## src/rtl/dsm_rx_pkg.sv

```systemverilog
// -----------------------------------------------------------------------------
// dsm_rx_pkg : shared helpers for the DSM receive-side CIC decimator (rev 1.0)
// -----------------------------------------------------------------------------
`default_nettype none

package dsm_rx_pkg;

  function automatic int acc_width(input int in_w, input int order, input int rate);
    return in_w + order * $clog2(rate);
  endfunction

  // A +/-1 value needs a sign bit plus one magnitude bit; narrower targets get 0.
  function automatic logic signed [63:0] bit_to_pm1(input logic b, input int width);
    logic signed [63:0] v;
    v = b ? 64'sd1 : -64'sd1;
    if (width < 2) v = '0;
    return v;
  endfunction

  function automatic bit order_legal(input int order);
    return (order >= 1) && (order <= 5);
  endfunction

  function automatic bit rate_legal(input int rate, input int order);
    return (rate > order + 1) && ((rate & (rate - 1)) == 0);
  endfunction

  function automatic bit width_legal(input int out_w, input int acc_w);
    return (out_w >= 1) && (out_w <= acc_w);
  endfunction

endpackage

`default_nettype wire

```

## src/rtl/cic_comb_stage.sv

```systemverilog
// -----------------------------------------------------------------------------
// cic_comb_stage : one M=1 comb section, c <= y - y(prev token) (rev 1.0)
// -----------------------------------------------------------------------------
`default_nettype none

module cic_comb_stage #(
  parameter int WIDTH = 18
) (
  input  logic             aclk,
  input  logic             rst,
  input  logic             en,
  input  logic [WIDTH-1:0] y_in,
  output logic [WIDTH-1:0] c_out
);

  logic [WIDTH-1:0] c_q, c_d;
  logic [WIDTH-1:0] dly_q, dly_d;

  always_comb begin
    c_d   = c_q;
    dly_d = dly_q;
    if (en) begin
      c_d   = y_in - dly_q;
      dly_d = y_in;
    end
  end

  always_ff @(posedge aclk or posedge rst) begin
    if (rst) begin
      c_q   <= '0;
      dly_q <= '0;
    end else begin
      c_q   <= c_d;
      dly_q <= dly_d;
    end
  end

  assign c_out = c_q;

endmodule

`default_nettype wire

```

## src/rtl/dsm_cic_decimator.sv

```systemverilog
// -----------------------------------------------------------------------------
// dsm_cic_decimator : Hogenauer CIC decimator recovering PCM from DSM output (rev 1.0)
// -----------------------------------------------------------------------------
`default_nettype none

module dsm_cic_decimator
  import dsm_rx_pkg::*;
#(
  parameter int IN_WIDTH  = 3,
  parameter int BITSTREAM = 0,
  parameter int ORDER     = 3,
  parameter int DEC_RATE  = 32,
  parameter int OUT_WIDTH = 16
) (
  input  logic                        aclk,
  input  logic                        rst,
  input  logic                        in_valid,
  input  logic [IN_WIDTH-1:0]         in_data,
  output logic                        out_valid,
  output logic [OUT_WIDTH-1:0]        out_data,
  output logic [$clog2(DEC_RATE)-1:0] dec_phase
);

  localparam int ACC_WIDTH = acc_width(IN_WIDTH, ORDER, DEC_RATE);
  localparam int PH_W      = $clog2(DEC_RATE);
  localparam logic [PH_W-1:0] PH_LAST = PH_W'(DEC_RATE - 1);

  if (!order_legal(ORDER)) begin : g_bad_order
    $error("dsm_cic_decimator: ORDER must be in 1..5");
  end
  if (!rate_legal(DEC_RATE, ORDER)) begin : g_bad_rate
    $error("dsm_cic_decimator: DEC_RATE must be a power of two above ORDER+1");
  end
  if (!width_legal(OUT_WIDTH, ACC_WIDTH)) begin : g_bad_width
    $error("dsm_cic_decimator: OUT_WIDTH must not exceed ACC_WIDTH");
  end

  logic [ACC_WIDTH-1:0] x;
  logic signed [63:0]   pm1_full;
  logic                 unused_bits;

  assign pm1_full    = bit_to_pm1(in_data[0], ACC_WIDTH);
  assign unused_bits = ^{in_data, pm1_full};

  if (BITSTREAM != 0) begin : g_bitstream
    assign x = pm1_full[ACC_WIDTH-1:0];
  end else begin : g_pcm
    assign x = ACC_WIDTH'($signed(in_data));
  end

  // Integrators wrap freely; the matching combs cancel the modulo error.
  logic [ACC_WIDTH-1:0] integ_in  [ORDER];
  logic [ACC_WIDTH-1:0] integ_out [ORDER];

  for (genvar k = 0; k < ORDER; k++) begin : g_integ
    logic [ACC_WIDTH-1:0] acc_q, acc_d;

    if (k == 0) begin : g_first
      assign integ_in[k] = x;
    end else begin : g_chain
      assign integ_in[k] = integ_out[k-1];
    end

    always_comb begin
      acc_d = acc_q;
      if (in_valid) acc_d = acc_q + integ_in[k];
    end

    always_ff @(posedge aclk or posedge rst) begin
      if (rst) acc_q <= '0;
      else     acc_q <= acc_d;
    end

    assign integ_out[k] = acc_q;
  end

  logic [PH_W-1:0]      phase_q, phase_d;
  logic [ACC_WIDTH-1:0] dec_q, dec_d;
  logic [ORDER-1:0]     tok_q, tok_d;
  logic                 out_valid_q, out_valid_d;
  logic                 frame_end;

  // tok_q[k] enables comb stage k+1, giving a fixed ORDER-cycle latency.
  always_comb begin
    frame_end   = in_valid && (phase_q == PH_LAST);
    phase_d     = phase_q;
    dec_d       = dec_q;
    tok_d       = '0;
    if (in_valid)  phase_d = phase_q + PH_W'(1);
    if (frame_end) dec_d = integ_out[ORDER-1];
    tok_d[0] = frame_end;
    for (int k = 1; k < ORDER; k++) tok_d[k] = tok_q[k-1];
    out_valid_d = tok_q[ORDER-1];
  end

  always_ff @(posedge aclk or posedge rst) begin
    if (rst) begin
      phase_q     <= '0;
      dec_q       <= '0;
      tok_q       <= '0;
      out_valid_q <= 1'b0;
    end else begin
      phase_q     <= phase_d;
      dec_q       <= dec_d;
      tok_q       <= tok_d;
      out_valid_q <= out_valid_d;
    end
  end

  logic [ACC_WIDTH-1:0] comb_y [ORDER+1];
  assign comb_y[0] = dec_q;

  for (genvar k = 0; k < ORDER; k++) begin : g_comb
    cic_comb_stage #(
      .WIDTH (ACC_WIDTH)
    ) u_comb (
      .aclk  (aclk),
      .rst   (rst),
      .en    (tok_q[k]),
      .y_in  (comb_y[k]),
      .c_out (comb_y[k+1])
    );
  end

  if (ACC_WIDTH > OUT_WIDTH) begin : g_drop_lsbs
    logic unused_lsbs;
    assign unused_lsbs = ^comb_y[ORDER][ACC_WIDTH-OUT_WIDTH-1:0];
  end

  assign out_data  = comb_y[ORDER][ACC_WIDTH-1 -: OUT_WIDTH];
  assign out_valid = out_valid_q;
  assign dec_phase = phase_q;

endmodule

`default_nettype wire

```

## config.mk

```make
export PLATFORM = sky130hd
export DESIGN_NAME = dsm_cic_decimator
export DESIGN_NICKNAME = d
export VERILOG_FILES = /design/src/rtl/dsm_rx_pkg.sv /design/src/rtl/cic_comb_stage.sv /design/src/rtl/dsm_cic_decimator.sv
export SDC_FILE = /design/constraint.sdc
export NUM_CORES = 1
export LEC_CHECK = 0
export CORE_ASPECT_RATIO = 1.4
export CORE_MARGIN = 10
export CORE_UTILIZATION = 56
export DETAILED_ROUTE_END_ITERATION = 8
export PLACE_DENSITY = 0.77
export SYNTH_ARGS = -nofsm -noshare
export SYNTH_HDL_FRONTEND = slang
export SYNTH_SLANG_ARGS = --single-unit
```

## constraint.sdc

```tcl
create_clock -name aclk -period 8 [get_ports aclk]
set_input_delay 1.6 -clock aclk [delete_from_list [all_inputs] [get_ports aclk]]
set_output_delay 1.6 -clock aclk [all_outputs]
set_load 0.02 [all_outputs]
```

-- Word level (Yosys, flattened, before mapping)
Index checks and enable logic that the tools add are counted.
- flip-flop bits (word level): 189
- bits of input ports: 6
- add/subtract/negate cells: 7
- eq/ne operators: 1
- reductions and logical operators: 1
- operators with widths (cell ; number):
    adder 18 bit ; 3
    subtractor 18 bit ; 3
    adder 5 x 1 -> 5 bit, second input constant ; 1
    equality test 5 bit, second input constant ; 1
    logical AND 1 bit ; 1

-- Logic depth before layout (Yosys ltp)
- depth after elaboration: 2
- mapped depth: 13
- depth with buffers taken out: 13

-- By module
From an unflattened synthesis, not the netlist that was laid out.
- cells, all modules: 1256
- area, all modules: 12086.6 um^2
- modules (own cells, without submodules) (module ; times used ; cells each ; area an instance (um^2) ; sequential area each (um^2)):
    dsm_cic_decimator ; 1 ; 537 ; 5490.3 ; 2026.9
    cic_comb_stage at g_comb[1].u_comb ... ; 2 ; 240 ; 2204.6 ; 900.9
    cic_comb_stage at g_comb[0].u_comb ; 1 ; 239 ; 2187.1 ; 900.9

-- Worst setup path before layout
Ideal clock, no wire load.
- path type: input to register
- start: in in_data[1]
- end: reg g_integ[0].acc_q[17]
- arrival time: 3.581 ns
- setup slack: 4.295 ns
- stages: 10
- buffers on the path: 0
- cells stage by stage: ha_1 > a211oi_1 > o21bai_1 > o311ai_0 > nand3_1 > o2111a_1 > a221oi_1 > xnor2_1 > nand2_1 > xnor2_1
- longest elaborated chain between the ends: 1
- RTL lines (item ; line ; RTL):
    start, declared ; dsm_cic_decimator.sv:18 ; input logic [IN_WIDTH-1:0] in_data,
    adder 18 bit ; dsm_cic_decimator.sv:66 ; if (in_valid) acc_d = acc_q + integ_in[k];
    end signal, assigned ; dsm_cic_decimator.sv:70 ; if (rst) acc_q <= '0;
    end signal, assigned ; dsm_cic_decimator.sv:71 ; else acc_q <= acc_d;
    end, declared ; dsm_cic_decimator.sv:56 ; logic [ACC_WIDTH-1:0] acc_q, acc_d;
Every way passes these cells.
A chain may end at the register's enable or synchronous reset.

-- Worst setup path in the final report
- start: in in_data[2]
- end: reg g_integ[0].acc_q[17]
The elaborated chain is that of the path after synthesis.

==> flow_summary_export.csv <==
group,metric,value,unit
outcome,status,"finished clean",
sta,setup_violations,0,
sta,clock-skew-final,8.69,ps
floorplanning,initial_utilization,57.2,%
setup_path,critical-path-top-delay-family,"compound AO/OA/AOI/OAI gates",
cells_and_area,nFillCells,1640,
setup_path,crit_cells,11,
clocking,clkSinkCount,187,
logic_synthesis,synthFlopType,"dfrtp_1",
floorplanning,dieArea,0.0266,sq mm
cells_and_area,layout_common_cells,"dfrtp_1, ha_1, nand2_1",
route,vias,7887,
setup_path,crit_path_start_kind,"primary input",
logic_synthesis,syn_inst,1137,
sta,post-route-period-util,57.4,%
logic_synthesis,ys.warnings.count,0,
setup_path,r2r_end,"g_comb[0].u_comb.c_out[14]$_DFFE_PP0P_",
setup_path,crit_required,8310,ps
sta,relSlewSlack,41.6,%
clocking,cts_tree,"built",
grt,grt_pass1_vias,8133,
min_path,timing.hold.worst_path_depth,1,
setup_path,cp_max_fo,16,
clocking,holdBufCountCts,0,
logic_synthesis,synth_area_per_cell,10.1,sq um
grt,use_met3,2.53,%
sta,max_clock_freq,218,MHz
clocking,numCtsBuffers,17,
sta,worstMarginPinSlew,876,ps
clocking,max-clock-path-buffers,2,
setup_path,critical_path_class,"in -> reg",
min_path,min_path_type,"reg -> reg",
sta,rsz0062_at_grt,"false",
sta,finalMaxSlewViolations,0,
setup_path,slowest_stage,"clkdlybuf4s50_1",
sta,fin_tns_setup,0,ps
clocking,cts_root_buf,"clkbuf_16",
floorplanning,rows,61,
floorplanning,die_h,189,um
place,io_buffers,27,
min_path,min_to,"g_integ[2].acc_q[17]$_DFFE_PP0P_",
grt,gr-max-usage-layer,"met2",
setup_path,path_buf_inv,1,
route,drc,0,
setup_path,reg2regPathDepth,13,
place,gp_congestion,0.765,
route,wl_per_cell,13.7,um
grt,grtUsageTotal,15.1,%
clocking,cts_setup_buffers,0,
cells_and_area,seq_area,0.00468,sq mm
setup_path,worst-endpoint-arrival,4910,ps
cells_and_area,area_delta_synth_final,8.98,%
route,drt-total-wl,19200,um
place,place_hpwl,13800,um
floorplanning,die_w,141,um
logic_synthesis,ys_ff_latch,187,
grt,use_met2,29.0,%
grt,antenna_found_initial,0,
route,via_per_inst,5.61,
sta,hold_viol_final,0,
route,first_pass_iters,4,
logic_synthesis,synth_area,0.0114,sq mm
clocking,clk_pin_slew,70,ps
clocking,clock_latency,430,ps
floorplanning,io_pins,28,
route,ant_nets,0,
logic_synthesis,synth-edff-count,0,
grt,grt_first_pass_wirelength,35000,um
grt,overflow,0,
grt,gr-usage-met1,16.2,%
sta,min_period,4600,ps
setup_path,path_cells,"clkdlybuf4s50_1 > ha_1 > a211oi_1 > o21bai_1 > o311ai_0 > nand3_1 > o2111a_1 > a221oi_1 > xnor2_1 > nand2_1 > xnor2_1",
min_path,min-delay-start,"g_integ[2].acc_q[17]$_DFFE_PP0P_",
cells_and_area,drive_gt1_share,12.6,%
cells_and_area,layout_commonest_cell,"dfrtp_1",
run,drv_cap,0,
setup_path,endpoint_kind,"flip-flop",
logic_synthesis,ys_seq_area_share,40.9,%
cells_and_area,multiInputGateArea,0.00621,sq mm
setup_path,crit_top_cell,"xnor2_1",
setup_path,worst-r2r-setup-slack,4690,ps
setup_path,reg2reg_from,"dec_q[0]$_DFFE_PP0P_",
route,drtIter0Drc,406,
logic_synthesis,syn-num-nets,1251,
setup_path,max_stage_delay,780,ps
grt,grt_max_degree,119,
cells_and_area,nets,1257,
clocking,post_cts_resized,0,
clocking,cts_max_level,4,
floorplanning,core_area,0.0200,sq mm
logic_synthesis,async_flop_share,100,%
cells_and_area,diodes,0,
logic_synthesis,synth_cell_types,64,
how the worst max path moves through the flow:
stage | start | to | slack [ps]
detailed placement | in_data[2] | g_integ[0].acc_q[17]$_DFFE_PP0P_ | 2950
global route | in_data[2] | g_integ[0].acc_q[17]$_DFFE_PP0P_ | 3130
global placement | in_data[2] | g_integ[0].acc_q[17]$_DFFE_PP0P_ | 3040
floorplan | rst | dec_phase[0]$_DFFE_PP0P_ | 1310
finish | in_data[2] | g_integ[0].acc_q[17]$_DFFE_PP0P_ | 3400
CTS | in_data[2] | g_integ[0].acc_q[17]$_DFFE_PP0P_ | 3400
cells by family (layout without fill, tap and decap cells):
kind of cell             after synthesis  after routing  synth area share, %
XOR/XNOR                              82             82                 6.28
AND/OR/NAND/NOR                      257            257                 10.7
buffers and inverters                127            145                 4.70
adder cells (fa/ha/maj)              108            108                 12.1
AO/OA/AOI/OAI                        277            277                 15.5
flip-flops                           187            187                 40.9
multiplexers                          99             99                 9.73
synth_stat cells, types with 12 or more instances:
cell,count,area (sq um)
a21o_1,30,225
inv_1,79,297
nand3_1,16,80.1
nor3_1,23,115
buf_4,16,120
o21ai_0,90,450
and3_1,13,81.3
dfrtp_1,187,4680
nand2_1,94,353
o21a_1,14,105
clkbuf_1,23,86.3
xor2_1,22,193
ha_1,103,1290
xnor2_1,60,526
a21oi_1,58,290
nand2b_1,12,75.1
mux2_2,93,1050
nor2_1,51,191
registers in the layout, indices dropped and copies added, names as in the netlist:
register,flops
g_comb.u_comb.dly_q,54
g_integ.acc_q,54
g_comb.u_comb.c_out,52
dec_q,18
dec_phase,5
tok_q,3
out_valid,1
final cells by class:
class | instances | area share [%]
clock buffers | 21 | 3.70
multi-input cells | 823 | 49.9
flip-flops and latches | 187 | 37.6
inverters | 81 | 2.50
well taps | 252 | 2.53
repair buffers | 33 | 2.49
clock inverters | 10 | 1.33
through the flow:
step | worst slack (ps) | utilization [%] | hold slack (ps) | area (sq um) | cells
after global placement | 3040 | 59.2 | 454 | 11800 | 1376
after CTS | 3400 | 62.3 | 499 | 12500 | 1407
after floorplan | 1310 | - | 352 | 11400 | 1137
after global routing | 3130 | 62.3 | 498 | 12500 | 1407
final | 3400 | 62.3 | 481 | 12500 | 1407
after detailed placement | 2950 | 59.2 | 490 | 11800 | 1376
routing by layer:
layer	wire, um	vias to the layer above	part of all wire, %
met4	224	0	1.2
met5	0	-	0
met1	8170	3791	42
li1	-	4021	-
met2	10400	56	54
met3	446	19	2.3
Power is not shown: default switching activity piles up to over one toggle a cycle in this logic, so the estimate is an artifact.
